[src/rtl/panel_pkg.sv]
// Shared front-panel definitions: sequencer states and the opcodes jammed onto the CPU bus.
package panel_pkg;

    typedef enum logic [2:0] {
        S_IDLE = 3'd0,
        S_ARM  = 3'd1,
        S_LO   = 3'd2,
        S_HI   = 3'd3,
        S_CAP  = 3'd4
    } state_t;

    localparam logic [7:0] OP_JMP = 8'hC3;
    localparam logic [7:0] OP_NOP = 8'h00;

endpackage

[src/rtl/examine_jump_if.sv]
// CPU data-in side of the panel: read strobe, memory data, and the jammed byte plus mux select.
interface examine_jump_if;
    logic       rd;
    logic [7:0] data_in;
    logic [7:0] data_out;
    logic       examine_latch;

    modport master (output rd, data_in, input data_out, examine_latch);
    modport slave  (input rd, data_in, output data_out, examine_latch);
endinterface

[src/rtl/rd_edge.sv]
// Registered strobe edge detector; rise/fall are valid in the cycle the strobe changes level.
module rd_edge (
    input  logic clk,
    input  logic reset,
    input  logic strobe,
    output logic rise,
    output logic fall
);
    logic prev;

    always_ff @(posedge clk) begin
        if (reset) prev <= 1'b0;
        else       prev <= strobe;
    end

    assign rise = strobe & ~prev;
    assign fall = prev & ~strobe;
endmodule

[src/rtl/examine_jump.sv]
// Front-panel EXAMINE sequencer: jams JMP addr onto the CPU bus, then captures the target byte.
//   state | meaning
//   IDLE  | bus released, led_data holds
//   ARM   | opcode on bus, waiting for opcode read to end
//   LO    | address low byte on bus
//   HI    | address high byte on bus
//   CAP   | bus released, sampling memory data for the LEDs
module examine_jump
    import panel_pkg::*;
#(
    parameter logic [7:0] JMP_OP = OP_JMP
) (
    input  logic             clk,
    input  logic             reset,
    examine_jump_if.slave    bus,
    input  logic             examine,
    input  logic [15:0]      addr_sw,
    output logic [7:0]       led_data,
    output logic             busy,
    output logic             done
);
    state_t      state, state_d;
    logic [7:0]  data_out_q, data_out_d;
    logic        latch_q, latch_d;
    logic [7:0]  led_q, led_d;
    logic        done_q, done_d;
    logic [15:0] addr_q, addr_d;
    logic [7:0]  rd_q, rd_q_d;
    logic        rd_fall;
    logic        rd_rise_unused;

    rd_edge u_rd_edge (
        .clk    (clk),
        .reset  (reset),
        .strobe (bus.rd),
        .rise   (rd_rise_unused),
        .fall   (rd_fall)
    );

    always_ff @(posedge clk) begin
        if (reset) begin
            state      <= S_IDLE;
            data_out_q <= OP_NOP;
            latch_q    <= 1'b0;
            led_q      <= 8'h00;
            done_q     <= 1'b0;
            addr_q     <= 16'h0000;
            rd_q       <= 8'h00;
        end else begin
            state      <= state_d;
            data_out_q <= data_out_d;
            latch_q    <= latch_d;
            led_q      <= led_d;
            done_q     <= done_d;
            addr_q     <= addr_d;
            rd_q       <= rd_q_d;
        end
    end

    always_comb begin
        state_d    = state;
        data_out_d = data_out_q;
        latch_d    = latch_q;
        led_d      = led_q;
        done_d     = 1'b0;
        addr_d     = addr_q;
        rd_q_d     = rd_q;

        // A held or re-asserted examine restarts the sequence and swallows any read edge.
        if (examine) begin
            state_d    = S_ARM;
            latch_d    = 1'b1;
            data_out_d = JMP_OP;
            addr_d     = addr_sw;
        end else begin
            case (state)
                S_ARM: if (rd_fall) begin
                    state_d    = S_LO;
                    data_out_d = addr_q[7:0];
                end
                S_LO: if (rd_fall) begin
                    state_d    = S_HI;
                    data_out_d = addr_q[15:8];
                end
                S_HI: if (rd_fall) begin
                    state_d    = S_CAP;
                    latch_d    = 1'b0;
                    data_out_d = OP_NOP;
                end
                S_CAP: begin
                    if (bus.rd) rd_q_d = bus.data_in;
                    if (rd_fall) begin
                        led_d   = rd_q;
                        done_d  = 1'b1;
                        state_d = S_IDLE;
                    end
                end
                default: state_d = S_IDLE;
            endcase
        end
    end

    assign bus.data_out      = data_out_q;
    assign bus.examine_latch = latch_q;
    assign led_data          = led_q;
    assign done              = done_q;
    assign busy              = (state != S_IDLE);
endmodule

[src/flat_wrapper.sv]
// flat-port wrapper written by rule: the top's interface ports become plain ports
module examine_jump_flat import panel_pkg::*;
#(
    parameter logic [7:0] JMP_OP = OP_JMP
)
  (clk, reset, examine, addr_sw, led_data, busy, done, bus_rd, bus_data_in, bus_data_out, bus_examine_latch);
  examine_jump_if bus_i ();
  input  logic clk;
  input  logic reset;
  input  logic examine;
  input  logic [15:0] addr_sw;
  output logic [7:0] led_data;
  output logic busy;
  output logic done;
  input wire logic [$bits(bus_i.rd)-1:0] bus_rd;
  input wire logic [$bits(bus_i.data_in)-1:0] bus_data_in;
  output wire logic [$bits(bus_i.data_out)-1:0] bus_data_out;
  output wire logic [$bits(bus_i.examine_latch)-1:0] bus_examine_latch;
  assign bus_i.rd = bus_rd;
  assign bus_i.data_in = bus_data_in;
  assign bus_data_out = bus_i.data_out;
  assign bus_examine_latch = bus_i.examine_latch;
  examine_jump #(.JMP_OP(JMP_OP)) u_core (.clk(clk), .reset(reset), .bus(bus_i), .examine(examine), .addr_sw(addr_sw), .led_data(led_data), .busy(busy), .done(done));
endmodule
[config.mk]
export PLATFORM = sky130hd
export DESIGN_NAME = examine_jump_flat
export DESIGN_NICKNAME = d
export VERILOG_FILES = /design/src/rtl/panel_pkg.sv /design/src/rtl/examine_jump_if.sv /design/src/rtl/rd_edge.sv /design/src/rtl/examine_jump.sv /design/src/flat_wrapper.sv
export SDC_FILE = /design/constraint.sdc
export NUM_CORES = 1
export LEC_CHECK = 0
export ABC_AREA = 1
export CAP_MARGIN = 20
export CORE_MARGIN = 2
export CORE_UTILIZATION = 34
export DETAILED_ROUTE_END_ITERATION = 16
export PLACE_DENSITY_LB_ADDON = 0.15
export SETUP_SLACK_MARGIN = 0.05
export SYNTH_ARGS = -nofsm -noshare
export SYNTH_HDL_FRONTEND = slang
export SYNTH_SLANG_ARGS = --single-unit
[constraint.sdc]
create_clock -name clk -period 3.1 [get_ports clk]
set_input_delay 0.62 -clock clk [delete_from_list [all_inputs] [get_ports clk]]
set_output_delay 0.62 -clock clk [all_outputs]
set_load 0.02 [all_outputs]
# Word-level counts from Yosys, hierarchy flattened
# Index checks and enable logic that the tools add are counted.
dict set report op_classes {
  n_addsub 0
  n_mul 0
  div 0
  n_lt_le_gt_ge 0
  eq_ne 12
  shifts 0
  muxes 15
  bitwise 4
  reduce_logical 14
}
# op n
set ops {}
lappend ops {{$mux W8} 4}
lappend ops {{$pmux W8 S3} 1}
lappend ops {{$reduce_and A4 Y1} 4}
lappend ops {{$mux W3} 4}
lappend ops {{$ne A3 B2 Y1 const B} 4}
lappend ops {{$pmux W3 S4} 1}
lappend ops {{$ne A2 B1 Y1 const B} 4}
lappend ops {{$eq A3 B2 Y1 const B} 2}
lappend ops {{$reduce_and A3 Y1} 2}
lappend ops {{$reduce_bool A3 Y1} 2}
lappend ops {{$mux W1} 5}
lappend ops {{$reduce_bool A2 Y1} 2}
lappend ops {{$reduce_bool A4 Y1} 1}
lappend ops {{$eq A3 B1 Y1 const B} 1}
lappend ops {{$eq A3 B3 Y1 const B} 1}
lappend ops {{$not A1 Y1} 3}
lappend ops {{$reduce_or A3 Y1} 1}
lappend ops {{$reduce_and A2 Y1} 1}
lappend ops {{$reduce_or A2 Y1} 1}
lappend ops {{$and A1 B1 Y1} 1}
dict set report word_totals {
  ff_bits 46
  latchBits 0
  ram_bits 0
  romBits 0
  inputBits 28
  elab_cells 55
  memories 0
}

# Depth between registers and ports, before layout
dict set report depth {
  depth_word 5
  depth_mapped 9
  mapped_depth_nobuf 7
}

# Hierarchy
# A second synthesis with hierarchy kept.
dict set report unflattened {
  cells_unflattened 251
  hier_area_um2 1855.5
}
# module instances cells_per_inst area_per_inst_um2 seq_area_each_um2
set by_module_without_submodules {}
lappend by_module_without_submodules {examine_jump 1 245 1816.7 900.9}
lappend by_module_without_submodules {rd_edge 1 6 38.8 20.0}

# Worst setup path after synthesis
# OpenSTA, ideal clock, no wires.
dict set report synth_path {
  path_type {input -> register}
  from {in bus_rd}
  to {reg u_core.data_out_q[0] (netlist: u_core.bus.data_out[0])}
  setup_ns 0.112
  arrival_time_ns 1.358
  slack_ns 1.631
  stages 7
  path_buffers 1
  path_cell_list {buf_6 -> nor2_4 -> inv_1 -> nor2_2 -> nor2_1 -> nor2_1 -> nor2_1}
}
dict set report synth_between {
  elab_chain_cells 4
}
# element line
set synth_lines {}
lappend synth_lines {{start: declaration} flat_wrapper.sv:15} ;# input wire logic [$bits(bus_i.rd)-1:0] bus_rd;
lappend synth_lines {{$not A1 Y1 (*)} rd_edge.sv:17} ;# assign fall = prev & ~strobe;
lappend synth_lines {{$and A1 B1 Y1 (*)} rd_edge.sv:17}
lappend synth_lines {{$ne A3 B2 Y1 (no source line)} -}
lappend synth_lines {{$reduce_and A4 Y1 (no source line) (*)} -}
lappend synth_lines {{end signal: assignment} examine_jump.sv:51} ;# data_out_q <= data_out_d;
lappend synth_lines {{end: declaration} examine_jump.sv:23} ;# logic [7:0] data_out_q, data_out_d;
# Every way passes the cells marked *; elsewhere a longest branch is shown, timed or not.
# A chain may end at the register's enable or synchronous reset.

# Worst setup path in the final report
dict set report layout_path {
  from {reg u_core.state[1]}
  to {out busy}
}
dict set report layout_between {
  elab_chain_cells 1
}
# element line
set layout_lines {}
lappend layout_lines {{start: declaration} examine_jump.sv:22} ;# state_t state, state_d;
lappend layout_lines {{start signal: assignment} examine_jump.sv:50} ;# state <= state_d;
lappend layout_lines {{$reduce_bool A3 Y1} examine_jump.sv:107} ;# assign busy = (state != S_IDLE);
lappend layout_lines {{end: declaration} flat_wrapper.sv:13} ;# output logic busy;
# Every way passes these cells.

==> metrics.txt <==
Placed Cells=395; Antenna Cells=0; Die ar.=6400 µm²; Max Transition Viols Final=0; top post-synthesis cells by area=dfxtp_1 (47%), nor2_1 (16%), nand2_1 (11%); beginning of the worst hold path=u_core.addr_q[13]; YS warnings=0; worst-path maximum fanout=8; Layout Cells excl Fill=403; core footprint=5540 µm²; number of post-CTS setup repair buffers=0; EDFF count, synth=0; Setup Viol. Count Final=0; Rows=27; r2r worst-path depth=7; Final Skew=4.44 ps; WHS Path Cells=2; Pint=858 µW; sequential share of power=55.4%; DRT Pass-1 Iters=4; Sw Share=24.0%; Synth Area per Inst=6.92 µm²; Post-DP HPWL=3080 µm; largest net degree at the start of global routing=37; Crit. End Element=primary output; worst r2r dst=u_core.bus.data_out[6]; GRT Total Usage=14.8%; Setup WS pre-CTS=894 ps; pwr dens=440 nW/µm²; PortBufs=46; count of final hold-check violations=0; Seq/Total Area, Yosys=46.9%; DRC viols=0; CTS tree=built; count leader, synth=nor2_1; Clock H-tree levels=2; share of cells above drive strength 1=7.25%; M1 GR Usage=20.0%; CP peak stage delay=590 ps; worst vdd rail ir drop=0.000211 V; Setup CP Type=flip-flop to primary output; Clock Power Share=32.6%; area delta synth->final=30.5%; first-pass GRT wire length=7420 µm; num ports=47; reg2reg setup slack=1680 ps; P_sw=271 µW; Crit path arrival time=1530 ps; status=completed; Syn Std Cell Area=1960 µm²; GR peak layer=met2; worst path bufs/invs=1; HP Class=flip-flop to flip-flop; static leakage=0.00114 µW; CP delay by family, top=buffers and inverters; Initial DRC Count=71; Comb power frac=12.0%; Clock transition at path regs=80 ps; setup tns final=0 ps; Total Routed Length=4380 µm; TritonCTS buffer count=5; max_slew headroom=67.8%; crit path cell chain=nor2_2 -> nand2_1 -> clkdlybuf4s50_1; Worst path slowest cell=clkdlybuf4s50_1; Main synth FF type=dfxtp_1; synth cell count leaders=nor2_1 (84), nand2_1 (55), dfxtp_1 (46); post-CTS sizing=0; hold buffers post-CTS=0; vias in the first global route=1634; grt total ovfl=0; via count=1774; Starting Density=35.5%; post-detailed-route wirelength per cell=10.9 µm; Worst EP required=2480 ps; Max-Cap Viols=0; RSZ-0062 raised after global routing=false; final worst slack=946 ps; Max Freq=464 MHz; asr flop ratio synth=0%; post-synth top area share=46.9%; worst-margin pin slew=482 ps; fin crit share=69.5%; flops & latches, synth=46; hold endpoint=u_core.addr_q[13]; worst reg2reg path startpoint=u_core.state[0]; global placer's final weighted congestion=0.810; CTS max path bufs=2; GRT met3 Usage=3.51%; synth unique cells=19; CTS Sinks=46; via-per-instance ratio=4.40; M2 GR Usage=23.2%; cell taking the most area after synthesis=dfxtp_1; Setup crit start kind=flip-flop; Mapped Nets=312; initial antenna violation count=0; Antenna Nets Post-Route=0; Die Wd=80.0 µm; Root Buffer=clkbuf_8; Die Y=80.0 µm; Final #Nets=358; fin crit period=2150 ps; cell count after synthesis=284; clock latency on the worst-skew pair=290 ps
==> state kept, by name, summed over array words and instances, names as in the netlist <==
register,count
u_core.addr_q,16
u_core.bus.data_out,8
u_core.bus.examine_latch,1
u_core.done,1
u_core.led_data,8
u_core.rd_q,8
u_core.state,3
u_core.u_rd_edge.prev,1
==> cell usage in the layout, fill, tap and decap left out, types with 4 or more instances in the layout <==
master           netlist  routed
inv_1                 25      25
nand3_1               19      19
clkbuf_8               0       6
a21oi_1                6       6
nor2_1                84      84
o21ai_0               20      20
inv_2                  4       4
clkdlybuf4s50_1        0      46
nand2_1               55      55
nand4_1                4       4
dfxtp_1               46      46
==> routing by layer <==
metal  share of wire [%]  wire length (µm)
met4                 1.6                70
met2                  44              1940
met3                 4.0               177
met1                  50              2190
met5                   0                 0
==> stage by stage <==
step	area, µm²	utilization, %	hold WS (ps)	power (µW)
final	2560	46.3	467	1130
after global routing	2560	46.3	488	1190
after CTS	2560	46.3	467	1140
after detailed placement	2470	44.6	455	776
after global placement	2470	44.6	446	775
after floorplan	1960	-	429	709
==> power groups by stage <==
stage	Sequential [µW]	Clock [µW]	Combinational, µW
after CTS	625	379	137
after detailed placement	639	0	137
after floorplan	642	0	67.9
after global routing	627	408	152
final	625	368	136
after global placement	639	0	136
==> cell families after synthesis <==
logic type | share of synthesized area (%)
simple gates | 37.5
flops | 46.9
buf+inv | 9.04
compound gates | 6.62
==> worst min-delay path, cell delays in order (launching register included) <==
cell and delay, ps:
dfxtp_1 300, inv_1 60, a21oi_1 60
==> final cells by class <==
class | instances | area [µm²]
tap | 72 | 90.1
clock buffer | 7 | 86.3
inverter | 30 | 113
sequential | 46 | 921
timing repair buffer | 49 | 483
fill | 619 | 2980
clock inverter | 1 | 5.00
multi-input combinational | 198 | 866
==> worst max path at each step <==
| stage | start | end | slack (ps) | cells after the start |
|---|---|---|---|---|
| after detailed placement | bus_rd | u_core.bus.data_out[6] | 890 | 7 |
| after CTS | u_core.state[1] | busy | 940 | 3 |
| after global placement | bus_rd | u_core.bus.data_out[6] | 920 | 7 |
| after floorplan | bus_rd | u_core.bus.data_out[0] | 1630 | 7 |
| after global routing | u_core.state[1] | busy | 870 | 3 |
| final | u_core.state[1] | busy | 950 | 3 |
(Power assumes the default switching activity.)
